`config.mk`:
```
export PLATFORM = sky130hd
export DESIGN_NAME = simple_datapath_flat
export DESIGN_NICKNAME = d
export VERILOG_FILES = /design/src/rtl/simple_datapath_if.sv /design/src/rtl/simple_datapath.sv /design/src/flat_wrapper.sv
export SDC_FILE = /design/constraint.sdc
export NUM_CORES = 1
export LEC_CHECK = 0
export ABC_AREA = 1
export CAP_MARGIN = 20
export CORE_MARGIN = 5
export CORE_UTILIZATION = 45
export DETAILED_ROUTE_END_ITERATION = 16
export MAX_ROUTING_LAYER = met4
export PLACE_DENSITY = 0.76
export SYNTH_ARGS = -nofsm -noshare
export SYNTH_HDL_FRONTEND = slang
export SYNTH_SLANG_ARGS = --single-unit
```
`constraint.sdc`:
```
create_clock -name Clock -period 12.5 [get_ports Clock]
set_input_delay 1.875 -clock Clock [delete_from_list [all_inputs] [get_ports Clock]]
set_output_delay 1.875 -clock Clock [all_outputs]
set_load 0.01 [all_outputs]
```
`src/rtl/simple_datapath_if.sv`:
```
`default_nettype none
// ============================================================================
// Module      : simple_datapath_if
// Description : Control and observation bundle for simple_datapath.
//               The control side drives every bus-source select, load
//               enable and ALU strobe. The datapath side returns the
//               encoder request vector, the current bus value and the
//               architectural registers so that a controller or bench can
//               watch state without hierarchical references.
// Ports       : (interface signals)
//   R0out..R15out, HIout, LOout, ZHighout, Zlowout, PCout, MDRout,
//   InPortout, Cout               bus-source selects
//   R3in, R4in, R7in, PCin, IRin, MARin, MDRin, Yin, Zin   load enables
//   Read       MDR input mux (1 = Mdatain, 0 = bus)
//   IncPC      ALU computes bus+1
//   AND        forces ALU AND
//   operation  5-bit ALU opcode
//   Mdatain    memory read data
//   encoder_input  one-hot bus request vector
//   bus, pc, ir, mar, mdr, y, z, r3, r4, r7   observed state
// Revision    : 1.0 - initial release
// ============================================================================
interface simple_datapath_if;
  logic        R0out, R1out, R2out, R3out, R4out, R5out, R6out, R7out;
  logic        R8out, R9out, R10out, R11out, R12out, R13out, R14out, R15out;
  logic        HIout, LOout, ZHighout, Zlowout, PCout, MDRout, InPortout, Cout;
  logic        R3in, R4in, R7in, PCin, IRin, MARin, MDRin, Yin, Zin;
  logic        Read, IncPC, AND;
  logic [4:0]  operation;
  logic [31:0] Mdatain;
  logic [31:0] encoder_input;
  logic [31:0] bus, pc, ir, mar, mdr, y, r3, r4, r7;
  logic [63:0] z;

  modport master (
    output R0out, R1out, R2out, R3out, R4out, R5out, R6out, R7out,
           R8out, R9out, R10out, R11out, R12out, R13out, R14out, R15out,
           HIout, LOout, ZHighout, Zlowout, PCout, MDRout, InPortout, Cout,
           R3in, R4in, R7in, PCin, IRin, MARin, MDRin, Yin, Zin,
           Read, IncPC, AND, operation, Mdatain,
    input  encoder_input, bus, pc, ir, mar, mdr, y, z, r3, r4, r7
  );

  modport slave (
    input  R0out, R1out, R2out, R3out, R4out, R5out, R6out, R7out,
           R8out, R9out, R10out, R11out, R12out, R13out, R14out, R15out,
           HIout, LOout, ZHighout, Zlowout, PCout, MDRout, InPortout, Cout,
           R3in, R4in, R7in, PCin, IRin, MARin, MDRin, Yin, Zin,
           Read, IncPC, AND, operation, Mdatain,
    output encoder_input, bus, pc, ir, mar, mdr, y, z, r3, r4, r7
  );
endinterface
`default_nettype wire

```
`src/rtl/simple_datapath.sv`:
```
`default_nettype none
// ============================================================================
// Module      : simple_datapath
// Description : Bus-based 32-bit CPU datapath. R0-R15, PC, IR, MAR, MDR, Y,
//               64-bit Z, HI, LO, in-port and a sign-extended constant share
//               one 32-bit bus chosen by a highest-index priority encoder.
//               The ALU (A = Y, B = bus) writes Z.
// Ports       :
//   Clock  in  rising-edge clock
//   Clear  in  asynchronous active-low reset
//   dp     simple_datapath_if.slave  strobes in, encoder vector/state out
// Options     : DATAPATH_MULDIV_EN - when defined, opcode 01100 is signed
//               MUL (64-bit) and 01101 is signed DIV (Z = {rem, quot},
//               divide by zero gives 0); otherwise both produce 0.
// Revision    : 1.0 - initial release
// ============================================================================
module simple_datapath (
  input  wire logic          Clock,
  input  wire logic          Clear,
  simple_datapath_if.slave   dp
);

  // Architectural registers with a load path. R0-R2, R5, R6, R8-R15, HI,
  // LO and the in-port have no load enable, so they read as constant 0.
  logic [31:0] r3, r4, r7, pc, ir, mar, mdr, y;
  logic [63:0] z;

  logic [31:0] bus;
  logic [31:0] c_sext;
  logic [31:0] enc_in;
  logic [4:0]  enc_sel;
  logic [31:0] src [32];
  logic [63:0] alu_res;

  // --------------------------------------------------------------------------
  // Bus request vector and priority encoder (highest set index wins)
  // --------------------------------------------------------------------------
  assign enc_in = {8'd0,
                   dp.Cout, dp.InPortout, dp.MDRout, dp.PCout,
                   dp.Zlowout, dp.ZHighout, dp.LOout, dp.HIout,
                   dp.R15out, dp.R14out, dp.R13out, dp.R12out,
                   dp.R11out, dp.R10out, dp.R9out, dp.R8out,
                   dp.R7out, dp.R6out, dp.R5out, dp.R4out,
                   dp.R3out, dp.R2out, dp.R1out, dp.R0out};

  always_comb begin
    enc_sel = 5'd0;
    for (int i = 0; i < 32; i++) begin
      if (enc_in[i]) enc_sel = i[4:0];
    end
  end

  assign c_sext = {{13{ir[18]}}, ir[18:0]};

  always_comb begin
    for (int i = 0; i < 32; i++) src[i] = 32'd0;
    src[3]  = r3;
    src[4]  = r4;
    src[7]  = r7;
    src[18] = z[63:32];
    src[19] = z[31:0];
    src[20] = pc;
    src[21] = mdr;
    src[23] = c_sext;
  end

  // An empty request vector must give 0 rather than whatever index 0 holds.
  assign bus = (enc_in == 32'd0) ? 32'd0 : src[enc_sel];

  // --------------------------------------------------------------------------
  // ALU
  // --------------------------------------------------------------------------
  logic [31:0] alu_a, alu_b;
  logic [4:0]  shamt;
  logic [63:0] ror_w, rol_w;
  logic [31:0] shra_w;

  assign alu_a  = y;
  assign alu_b  = bus;
  assign shamt  = alu_b[4:0];
  // Rotates done by shifting a doubled copy so a zero amount needs no
  // special case.
  assign ror_w  = {alu_a, alu_a} >> shamt;
  assign rol_w  = {alu_a, alu_a} << shamt;
  assign shra_w = $signed(alu_a) >>> shamt;

`ifdef DATAPATH_MULDIV_EN
  logic signed [63:0] mul_full;
  logic signed [31:0] div_q, div_r;
  assign mul_full = $signed({{32{alu_a[31]}}, alu_a}) * $signed({{32{alu_b[31]}}, alu_b});
  assign div_q    = (alu_b == 32'd0) ? 32'sd0 : $signed(alu_a) / $signed(alu_b);
  assign div_r    = (alu_b == 32'd0) ? 32'sd0 : $signed(alu_a) % $signed(alu_b);
`endif

  // IncPC and AND are tested first so an undriven opcode never reaches Z.
  always_comb begin
    alu_res = 64'd0;
    if (dp.IncPC) begin
      alu_res = {32'd0, alu_b + 32'd1};
    end else if (dp.AND) begin
      alu_res = {32'd0, alu_a & alu_b};
    end else begin
      case (dp.operation)
        5'b00011: alu_res = {32'd0, alu_a + alu_b};
        5'b00100: alu_res = {32'd0, alu_a - alu_b};
        5'b00101: alu_res = {32'd0, alu_a & alu_b};
        5'b00110: alu_res = {32'd0, alu_a | alu_b};
        5'b00111: alu_res = {32'd0, alu_a >> shamt};
        5'b01000: alu_res = {32'd0, shra_w};
        5'b01001: alu_res = {32'd0, alu_a << shamt};
        5'b01010: alu_res = {32'd0, ror_w[31:0]};
        5'b01011: alu_res = {32'd0, rol_w[63:32]};
`ifdef DATAPATH_MULDIV_EN
        5'b01100: alu_res = mul_full;
        5'b01101: alu_res = {div_r, div_q};
`else
        5'b01100: alu_res = 64'd0;
        5'b01101: alu_res = 64'd0;
`endif
        5'b01110: alu_res = {32'd0, 32'd0 - alu_b};
        5'b01111: alu_res = {32'd0, ~alu_b};
        default:  alu_res = 64'd0;
      endcase
    end
  end

  // --------------------------------------------------------------------------
  // Registers. Every load samples the pre-edge bus, so a register may source
  // the bus and load in the same cycle.
  // --------------------------------------------------------------------------
  always_ff @(posedge Clock or negedge Clear) begin
    if (!Clear) begin
      r3  <= 32'd0;
      r4  <= 32'd0;
      r7  <= 32'd0;
      pc  <= 32'd0;
      ir  <= 32'd0;
      mar <= 32'd0;
      mdr <= 32'd0;
      y   <= 32'd0;
      z   <= 64'd0;
    end else begin
      if (dp.R3in)  r3  <= bus;
      if (dp.R4in)  r4  <= bus;
      if (dp.R7in)  r7  <= bus;
      if (dp.PCin)  pc  <= bus;
      if (dp.IRin)  ir  <= bus;
      if (dp.MARin) mar <= bus;
      if (dp.MDRin) mdr <= dp.Read ? dp.Mdatain : bus;
      if (dp.Yin)   y   <= bus;
      if (dp.Zin)   z   <= alu_res;
    end
  end

  assign dp.encoder_input = enc_in;
  assign dp.bus = bus;
  assign dp.pc  = pc;
  assign dp.ir  = ir;
  assign dp.mar = mar;
  assign dp.mdr = mdr;
  assign dp.y   = y;
  assign dp.z   = z;
  assign dp.r3  = r3;
  assign dp.r4  = r4;
  assign dp.r7  = r7;

endmodule
`default_nettype wire

```
`src/flat_wrapper.sv`:
```
// flat-port wrapper written by rule: the top's interface ports become plain ports
module simple_datapath_flat 
  (Clock, Clear, dp_R0out, dp_R1out, dp_R2out, dp_R3out, dp_R4out, dp_R5out, dp_R6out, dp_R7out, dp_R8out, dp_R9out, dp_R10out, dp_R11out, dp_R12out, dp_R13out, dp_R14out, dp_R15out, dp_HIout, dp_LOout, dp_ZHighout, dp_Zlowout, dp_PCout, dp_MDRout, dp_InPortout, dp_Cout, dp_R3in, dp_R4in, dp_R7in, dp_PCin, dp_IRin, dp_MARin, dp_MDRin, dp_Yin, dp_Zin, dp_Read, dp_IncPC, dp_AND, dp_operation, dp_Mdatain, dp_encoder_input, dp_bus, dp_pc, dp_ir, dp_mar, dp_mdr, dp_y, dp_z, dp_r3, dp_r4, dp_r7);
  simple_datapath_if dp_i ();
  input  wire logic Clock;
  input  wire logic Clear;
  input wire logic [$bits(dp_i.R0out)-1:0] dp_R0out;
  input wire logic [$bits(dp_i.R1out)-1:0] dp_R1out;
  input wire logic [$bits(dp_i.R2out)-1:0] dp_R2out;
  input wire logic [$bits(dp_i.R3out)-1:0] dp_R3out;
  input wire logic [$bits(dp_i.R4out)-1:0] dp_R4out;
  input wire logic [$bits(dp_i.R5out)-1:0] dp_R5out;
  input wire logic [$bits(dp_i.R6out)-1:0] dp_R6out;
  input wire logic [$bits(dp_i.R7out)-1:0] dp_R7out;
  input wire logic [$bits(dp_i.R8out)-1:0] dp_R8out;
  input wire logic [$bits(dp_i.R9out)-1:0] dp_R9out;
  input wire logic [$bits(dp_i.R10out)-1:0] dp_R10out;
  input wire logic [$bits(dp_i.R11out)-1:0] dp_R11out;
  input wire logic [$bits(dp_i.R12out)-1:0] dp_R12out;
  input wire logic [$bits(dp_i.R13out)-1:0] dp_R13out;
  input wire logic [$bits(dp_i.R14out)-1:0] dp_R14out;
  input wire logic [$bits(dp_i.R15out)-1:0] dp_R15out;
  input wire logic [$bits(dp_i.HIout)-1:0] dp_HIout;
  input wire logic [$bits(dp_i.LOout)-1:0] dp_LOout;
  input wire logic [$bits(dp_i.ZHighout)-1:0] dp_ZHighout;
  input wire logic [$bits(dp_i.Zlowout)-1:0] dp_Zlowout;
  input wire logic [$bits(dp_i.PCout)-1:0] dp_PCout;
  input wire logic [$bits(dp_i.MDRout)-1:0] dp_MDRout;
  input wire logic [$bits(dp_i.InPortout)-1:0] dp_InPortout;
  input wire logic [$bits(dp_i.Cout)-1:0] dp_Cout;
  input wire logic [$bits(dp_i.R3in)-1:0] dp_R3in;
  input wire logic [$bits(dp_i.R4in)-1:0] dp_R4in;
  input wire logic [$bits(dp_i.R7in)-1:0] dp_R7in;
  input wire logic [$bits(dp_i.PCin)-1:0] dp_PCin;
  input wire logic [$bits(dp_i.IRin)-1:0] dp_IRin;
  input wire logic [$bits(dp_i.MARin)-1:0] dp_MARin;
  input wire logic [$bits(dp_i.MDRin)-1:0] dp_MDRin;
  input wire logic [$bits(dp_i.Yin)-1:0] dp_Yin;
  input wire logic [$bits(dp_i.Zin)-1:0] dp_Zin;
  input wire logic [$bits(dp_i.Read)-1:0] dp_Read;
  input wire logic [$bits(dp_i.IncPC)-1:0] dp_IncPC;
  input wire logic [$bits(dp_i.AND)-1:0] dp_AND;
  input wire logic [$bits(dp_i.operation)-1:0] dp_operation;
  input wire logic [$bits(dp_i.Mdatain)-1:0] dp_Mdatain;
  output wire logic [$bits(dp_i.encoder_input)-1:0] dp_encoder_input;
  output wire logic [$bits(dp_i.bus)-1:0] dp_bus;
  output wire logic [$bits(dp_i.pc)-1:0] dp_pc;
  output wire logic [$bits(dp_i.ir)-1:0] dp_ir;
  output wire logic [$bits(dp_i.mar)-1:0] dp_mar;
  output wire logic [$bits(dp_i.mdr)-1:0] dp_mdr;
  output wire logic [$bits(dp_i.y)-1:0] dp_y;
  output wire logic [$bits(dp_i.z)-1:0] dp_z;
  output wire logic [$bits(dp_i.r3)-1:0] dp_r3;
  output wire logic [$bits(dp_i.r4)-1:0] dp_r4;
  output wire logic [$bits(dp_i.r7)-1:0] dp_r7;
  assign dp_i.R0out = dp_R0out;
  assign dp_i.R1out = dp_R1out;
  assign dp_i.R2out = dp_R2out;
  assign dp_i.R3out = dp_R3out;
  assign dp_i.R4out = dp_R4out;
  assign dp_i.R5out = dp_R5out;
  assign dp_i.R6out = dp_R6out;
  assign dp_i.R7out = dp_R7out;
  assign dp_i.R8out = dp_R8out;
  assign dp_i.R9out = dp_R9out;
  assign dp_i.R10out = dp_R10out;
  assign dp_i.R11out = dp_R11out;
  assign dp_i.R12out = dp_R12out;
  assign dp_i.R13out = dp_R13out;
  assign dp_i.R14out = dp_R14out;
  assign dp_i.R15out = dp_R15out;
  assign dp_i.HIout = dp_HIout;
  assign dp_i.LOout = dp_LOout;
  assign dp_i.ZHighout = dp_ZHighout;
  assign dp_i.Zlowout = dp_Zlowout;
  assign dp_i.PCout = dp_PCout;
  assign dp_i.MDRout = dp_MDRout;
  assign dp_i.InPortout = dp_InPortout;
  assign dp_i.Cout = dp_Cout;
  assign dp_i.R3in = dp_R3in;
  assign dp_i.R4in = dp_R4in;
  assign dp_i.R7in = dp_R7in;
  assign dp_i.PCin = dp_PCin;
  assign dp_i.IRin = dp_IRin;
  assign dp_i.MARin = dp_MARin;
  assign dp_i.MDRin = dp_MDRin;
  assign dp_i.Yin = dp_Yin;
  assign dp_i.Zin = dp_Zin;
  assign dp_i.Read = dp_Read;
  assign dp_i.IncPC = dp_IncPC;
  assign dp_i.AND = dp_AND;
  assign dp_i.operation = dp_operation;
  assign dp_i.Mdatain = dp_Mdatain;
  assign dp_encoder_input = dp_i.encoder_input;
  assign dp_bus = dp_i.bus;
  assign dp_pc = dp_i.pc;
  assign dp_ir = dp_i.ir;
  assign dp_mar = dp_i.mar;
  assign dp_mdr = dp_i.mdr;
  assign dp_y = dp_i.y;
  assign dp_z = dp_i.z;
  assign dp_r3 = dp_i.r3;
  assign dp_r4 = dp_i.r4;
  assign dp_r7 = dp_i.r7;
  simple_datapath u_core (.Clock(Clock), .Clear(Clear), .dp(dp_i));
endmodule
```
=== After elaboration in Yosys (flattened, before gate mapping) ===
Cells that the tools add are included.

* Bits in writable memories: 0
* Input bits: 75
* Flip-flop bits (word level): 320
* Bits in latches: 0
* Memories kept: 0
* Bits in read-only memories: 0
* Word-level logic and storage cells: 66

* Add/sub/neg operators: 4
* Magnitude comparators: 1
* Reduce and logical (&&, ||, !) cells: 1
* Div/mod/pow operators: 0
* Multiply operators: 0
* Bitwise gates (word level): 4
* Shifts and indexed selects: 5
* Eq/ne operators: 11
* Muxes and demuxes: 31

{| class="wikitable"
|+ Operators with widths
! cell !! number
|-
| $pmux 32 s11 || 1
|-
| $bmux 32 s5 || 1
|-
| $mux 32 || 4
|-
| $mux 64 || 2
|-
| $mux 5 || 14
|-
| $shl 64x5->64 || 1
|-
| $shr 64x5->32 || 1
|-
| $add 32x1->32 const B || 1
|-
| $add 32x32->32 || 1
|-
| $and 32x32->32 || 1
|-
| $logic_not 32->1 || 1
|-
| $not 32->32 || 1
|-
| $or 32x32->32 || 1
|-
| $shl 32x5->32 || 1
|-
| $shr 32x5->32 || 1
|-
| $sshr 32x5->32 || 1
|-
| $sub 1x32->32 const A || 1
|-
| $sub 32x32->32 || 1
|-
| $eq 5x4->1 const B || 6
|-
| $eq 5x3->1 const B || 4
|-
| $mux 3 || 4
|-
| $mux 4 || 2
|-
| $ge 6x6->1 const B || 1
|-
| $not 5->6 || 1
|-
| other kinds (3) || 4
|}

=== Logic depth before layout (Yosys ltp) ===
* Depth in word-level cells: 32
* Gate-level depth with buffers: 65
* Mapped depth without buffers: 62

=== Worst setup path after synthesis ===
No wires, ideal clock.

* Path kind: input to register
* Start: input dp_R2out
* End: register u_core.z[28] (netlist: u_core.dp.z[28])
* Arrival time: 7.197 ns
* Library setup time: 0.123 ns
* Buffers on the path: 3
* Stages: 65
* Setup slack: 5.181 ns
* Path through: inv_2 -> nand2_1 -> nand2_1 -> nand2_1 -> nand2_1 -> nand2_1 -> nand2_1 -> nand2_1 -> nand2_1 -> nand2_1 -> nand2_1 -> nand2_1 -> nand2_1 -> nand2_1 -> nand2_1 -> nand2_1 -> nand2_1 -> nand2_1 -> [... 29 more ...] -> o211ai_1 -> nand2_1 -> nand2_1 -> nand2_1 -> nand3_1 -> nand2_1 -> nand2_1 -> inv_1 -> o21ai_0 -> a21oi_1 -> o21ai_0 -> nand2_1 -> nor2_1 -> nand3_1 -> nand2_1 -> nand2_1 -> nand2_1 -> a21oi_1

* Longest elaborated chain between the ends: 31

{| class="wikitable"
|+ RTL lines
! element !! RTL line !! RTL
|-
| start, declared || flat_wrapper.sv:9 || <nowiki>input wire logic [$bits(dp_i.R2out)-1:0] dp_R2out;</nowiki>
|-
| $mux 2 (2 in a row) || simple_datapath.sv:49 || <nowiki>if (enc_in[i]) enc_sel = i[4:0];</nowiki>
|-
| $mux 3 (4 in a row) || simple_datapath.sv:49 ||
|-
| $mux 4 (2 in a row) || simple_datapath.sv:49 ||
|-
| $mux 5 (14 in a row) || simple_datapath.sv:49 ||
|-
| $not 5->6 (implied by the code) || simple_datapath.sv:68 || <nowiki>assign bus = (enc_in == 32'd0) ? 32'd0 : src[enc_sel];</nowiki>
|-
| $bmux 32 s5 || simple_datapath.sv:68 ||
|-
| $mux 32 (implied by the code) (2 in a row) || simple_datapath.sv:68 ||
|-
| $mux 32 (*) || simple_datapath.sv:68 ||
|-
| named net dp_bus[0] || flat_wrapper.sv:46 || <nowiki>output wire logic [$bits(dp_i.bus)-1:0] dp_bus;</nowiki>
|-
| $sub 1x32->32 (tied with other cells) || simple_datapath.sv:120 || <nowiki>5'b01110: alu_res = {32'd0, 32'd0 - alu_b};</nowiki>
|-
| $pmux 32 s11 || simple_datapath.sv:103 || <nowiki>case (dp.operation)</nowiki>
|-
| $mux 64 || simple_datapath.sv:100 || <nowiki>end else if (dp.AND) begin</nowiki>
|-
| $mux 64 (*) || simple_datapath.sv:98 || <nowiki>if (dp.IncPC) begin</nowiki>
|-
| end signal, assigned || simple_datapath.sv:151 || <nowiki>if (dp.Zin) z <= alu_res;</nowiki>
|-
| end, declared || simple_datapath.sv:26 || <nowiki>logic [63:0] z;</nowiki>
|}

Mark *: on every way through the listed nets, which the timed path passes. The rest lies on a longest branch. The select of a mux whose other input is x is not followed.
A chain may end at the register's enable or synchronous reset.

=== Worst setup path in the final report ===
* Start: input dp_R8out
* End: register u_core.z[28] (netlist: u_core.dp.z[28])

* Longest elaborated chain between the ends: 25

{| class="wikitable"
|+ RTL lines
! element !! RTL line !! RTL
|-
| start, declared || flat_wrapper.sv:15 || <nowiki>input wire logic [$bits(dp_i.R8out)-1:0] dp_R8out;</nowiki>
|-
| $mux 4 (2 in a row) || simple_datapath.sv:49 ||
|-
| $mux 5 (14 in a row) || simple_datapath.sv:49 ||
|-
| $not 5->6 (implied by the code) || simple_datapath.sv:68 ||
|-
| $bmux 32 s5 || simple_datapath.sv:68 ||
|-
| $mux 32 (implied by the code) (2 in a row) || simple_datapath.sv:68 ||
|-
| $mux 32 (*) || simple_datapath.sv:68 ||
|-
| $sub 1x32->32 (tied with other cells) || simple_datapath.sv:120 ||
|-
| $pmux 32 s11 || simple_datapath.sv:103 ||
|-
| $mux 64 || simple_datapath.sv:100 ||
|-
| $mux 64 (*) || simple_datapath.sv:98 ||
|}

Every way passes the cells marked *; elsewhere a longest branch is shown, timed or not. The select of a mux whose other input is x is not followed.

==> out/results.md <==
Outcome
* status: finished clean

Die
* Row Count: 87
* Starting Density: 45.53%
* vertical die dimension: 249.1 um
* width of the die: 249.1 um
* core area: 56,500 um^2
* I/O pins: 459
* area of the die: 62,040 um^2

Clock tree
* number of buffers inserted by post-CTS setup repair: 0
* Resized Gates After CTS: 0
* hold buffers post-CTS: 0
* worst-skew pair later-pin latency: 0.57 ns
* clock buffer depth: 3
* master cell of the clock root buffer: clkbuf_16
* CTS Buf Count: 35
* Clock Sinks: 288
* clock transition time at the flip-flop clock pins of the worst setup and hold paths: 0.05 ns
* TritonCTS clock tree: yes
* maximum level of the CTS H-tree: 2

STA
* final max-slew violation count: 0
* final-report setup violation count: 0
* worst slew slack as a fraction of its limit: 23.58%
* pin slew with the least headroom to its limit: 1.146 ns
* final critical-path share of the clock period: 72.93%
* sum of negative setup slack: 0 ns
* time the final worst path needs with I/O delays and setup: 9.116 ns
* setup repair after global routing missed its margin: no
* Clock Skews: 0.03411 ns
* Final Hold Fails: 0
* max frequency: 109.7 MHz
* final worst hold slack: 0.5206 ns

Global routing
* antenna violations before repair: 6
* global-route wire length before repair: 200,000 um
* global-route total usage across every layer: 43.40%
* final global-route overflow total: 0
* maximum number of pins on one net before global-route repair: 90
* via count of the first global-routing pass: 28,734

Synthesis
* post-synthesis cell area: 25,720 um^2
* fraction of registers with async set/reset: 100.0%
* count of flip-flops with a built-in enable after synthesis: 0
* Post-Syn Instances: 4,157
* Synthesis Warnings: 0
* Synth cell types: 56
* top flip-flop cell by instance count after synthesis: dfrtp_1
* Post-Syn Area per Cell: 6.187 um^2
* number of synthesized register bits: 288
* sequential-to-total area share from yosys stat: 28.02%

Critical path
* crit path max-delay cell type: nand3_2
* worst-path fanout max: 68
* category of the worst setup path launch point: input port
* worst setup path category: in -> reg
* slowest stage delay, CP: 0.67 ns
* family with the most delay on the worst path: simple AND/OR/NAND/NOR gates
* data required time of the critical path: 12.92 ns
* cell repeated most along the worst path: nand2_1
* arrival time of data at the critical path endpoint: 9.53 ns
* number of buffer and inverter instances along the worst setup path: 6
* element type at the critical path end: flip-flop

Cells and area
* end-of-flow core utilization: 54.93%
* area grow syn2layout: 20.64%
* Final #Nets: 4,582
* storage element area: 7207 um^2
* Filler Cells Inserted: 5,808
* Finished Cell Area: 31,030 um^2
* fraction of final layout cells sized beyond drive strength 1: 4.316%
* area of combinational cells with multiple inputs: 15,790 um^2

Detailed routing
* Final Routed Wirelength: 137,900 um
* number of detailed-routing iterations run before antenna repair: 9
* Remaining DRCs: 0
* number of nets still failing antenna checks after routing: 0
* Iteration-0 DRC Markers: 4,030
* detailed-route wire length per cell: 26.58 um
* count of vias placed by the detailed router: 31,386
* vias per std cell: 6.050

Pwr
* Power Density: 153.2 nW/um^2
* Worst IR Drop VDD: 115.0 uV
* Lkg Pwr: 14.66 nW

Placement
* routability congestion estimate: 1.088
* IO Port Bufs: 418
* post-detailed-placement cell area: 29,870 um^2
* detailed placement HPWL: 107,100 um

Min path
* worst hold-check path type: reg -> reg

Run
* number of violations of the max-capacitance limit: 0

## tightest hold or removal path, delay by kind of cell, from the launching register on
kind	cells	cell delay, ns
AND/OR/NAND/NOR	1	0.04
AO/OA/AOI/OAI	1	0.09
flip-flops	1	0.34
## state kept, by name, indices dropped and copies added, names as in the netlist
signal and count:
u_core.dp.ir 32, u_core.dp.mar 32, u_core.dp.mdr 32, u_core.dp.pc 32
u_core.dp.r3 32, u_core.dp.r4 32, u_core.dp.r7 32, u_core.dp.y 32
u_core.dp.z 32
## path summary, 6_finish.rpt
path,startpoint,end,slack (ns),cells past startpoint
setup / recovery,dp_R8out,u_core.dp.z[28],3.38,48
hold / removal,u_core.dp.mar[28],u_core.dp.mar[28],0.52,2
setup reg to reg,u_core.dp.r4[0],u_core.dp.z[28],6.38,41
hold reg to reg,u_core.dp.mar[28],u_core.dp.mar[28],0.52,2
max in group asynchronous,Clear,u_core.dp.r7[5],9.67,2
min in group asynchronous,Clear,u_core.dp.mdr[22],1.34,1
## through the flow
| stage | total power (W) | instances | setup WS (ns) |
|---|---|---|---|
| after floorplan | 0.002554 | 4196 | 5.181 |
| after global placement | 0.003659 | 5123 | 3.177 |
| after detailed placement | 0.003658 | 5123 | 3.083 |
| after CTS | 0.004672 | 5179 | 3.644 |
| after global routing | 0.004971 | 5187 | 2.515 |
| final | 0.004753 | 5188 | 3.384 |
## cell families after synthesis
family	synth area share, %
adders and majority gates	4.972
and+or+nand+nor	35.46
DFF	28.02
xor gates and xnor gates	0.6810
buffers and inverters	11.25
AOI/OAI and AO/OA	19.60
other	0.01458
## layer usage
layer  GRT usage, %  vias to the layer above  wire length, um
met1          54.29                    14630            52660
met5              -                        -                0
met4          23.27                        0            10010
met3          10.98                      414            16050
li1               -                    14195                -
met2          64.78                     2147            59150
## power by group
group	switching, W	internal [W]
Sequential	0.000181	0.00108
Combinational	0.00168	0.000801
Clock	0.000432	0.000581
## layout by cell type (no fill, tap or decap), types with 7 or more instances in the layout
cell type        netlist  layout
nand2_1             1155    1150
nand3_1              513     513
clkdlybuf4s50_1        0     408
nor2_1               384     382
o21ai_0              375     375
inv_1                350     348
a21oi_1              332     332
dfrtp_1              288     288
ha_1                  99      99
o211ai_1              53      53
buf_4                 74      52
conb_1                 1      40
clkbuf_16              0      35
o31ai_1               29      29
nand2_2               21      26
o21ai_1               25      25
nor3_1                24      23
o22ai_1               22      22
nand4_1               17      17
a31oi_1               15      15
xor2_1                15      15
nand3b_1              14      14
clkinv_1              12      13
o2111ai_1             12      12
o21a_1                 9       9
buf_2                 48       9
nand3_2                8       8
diode_2                0       7
inv_2                  8       7
a21oi_2                7       7
clkinv_2               0       7
## area by class of cell
class	instances	area share [%]
Tap cell	756	3.048
Sequential cell	288	23.22
Antenna cell	7	0.05645
Multi-Input combinational cell	3239	50.90
Clock inverter	13	0.4758
Inverter	370	4.484
Timing Repair Buffer	472	14.77
Clock buffer	43	3.048
## Yosys cell counts, types with 17 or more instances
master / number / area, um^2
nand2_1: 1155 / 4335
nand3_1: 513 / 2567
nor2_1: 384 / 1441
o21ai_0: 375 / 1877
inv_1: 350 / 1314
a21oi_1: 332 / 1662
dfrtp_1: 288 / 7207
clkbuf_1: 122 / 457.9
ha_1: 99 / 1239
buf_4: 74 / 555.5
o211ai_1: 53 / 397.9
buf_1: 49 / 183.9
buf_2: 48 / 240.2
o31ai_1: 29 / 217.7
o21ai_1: 25 / 125.1
nor3_1: 24 / 120.1
o22ai_1: 22 / 137.6
nand2_2: 21 / 131.4
nand4_1: 17 / 106.4
Note: power is estimated with default switching activity, not from simulation.
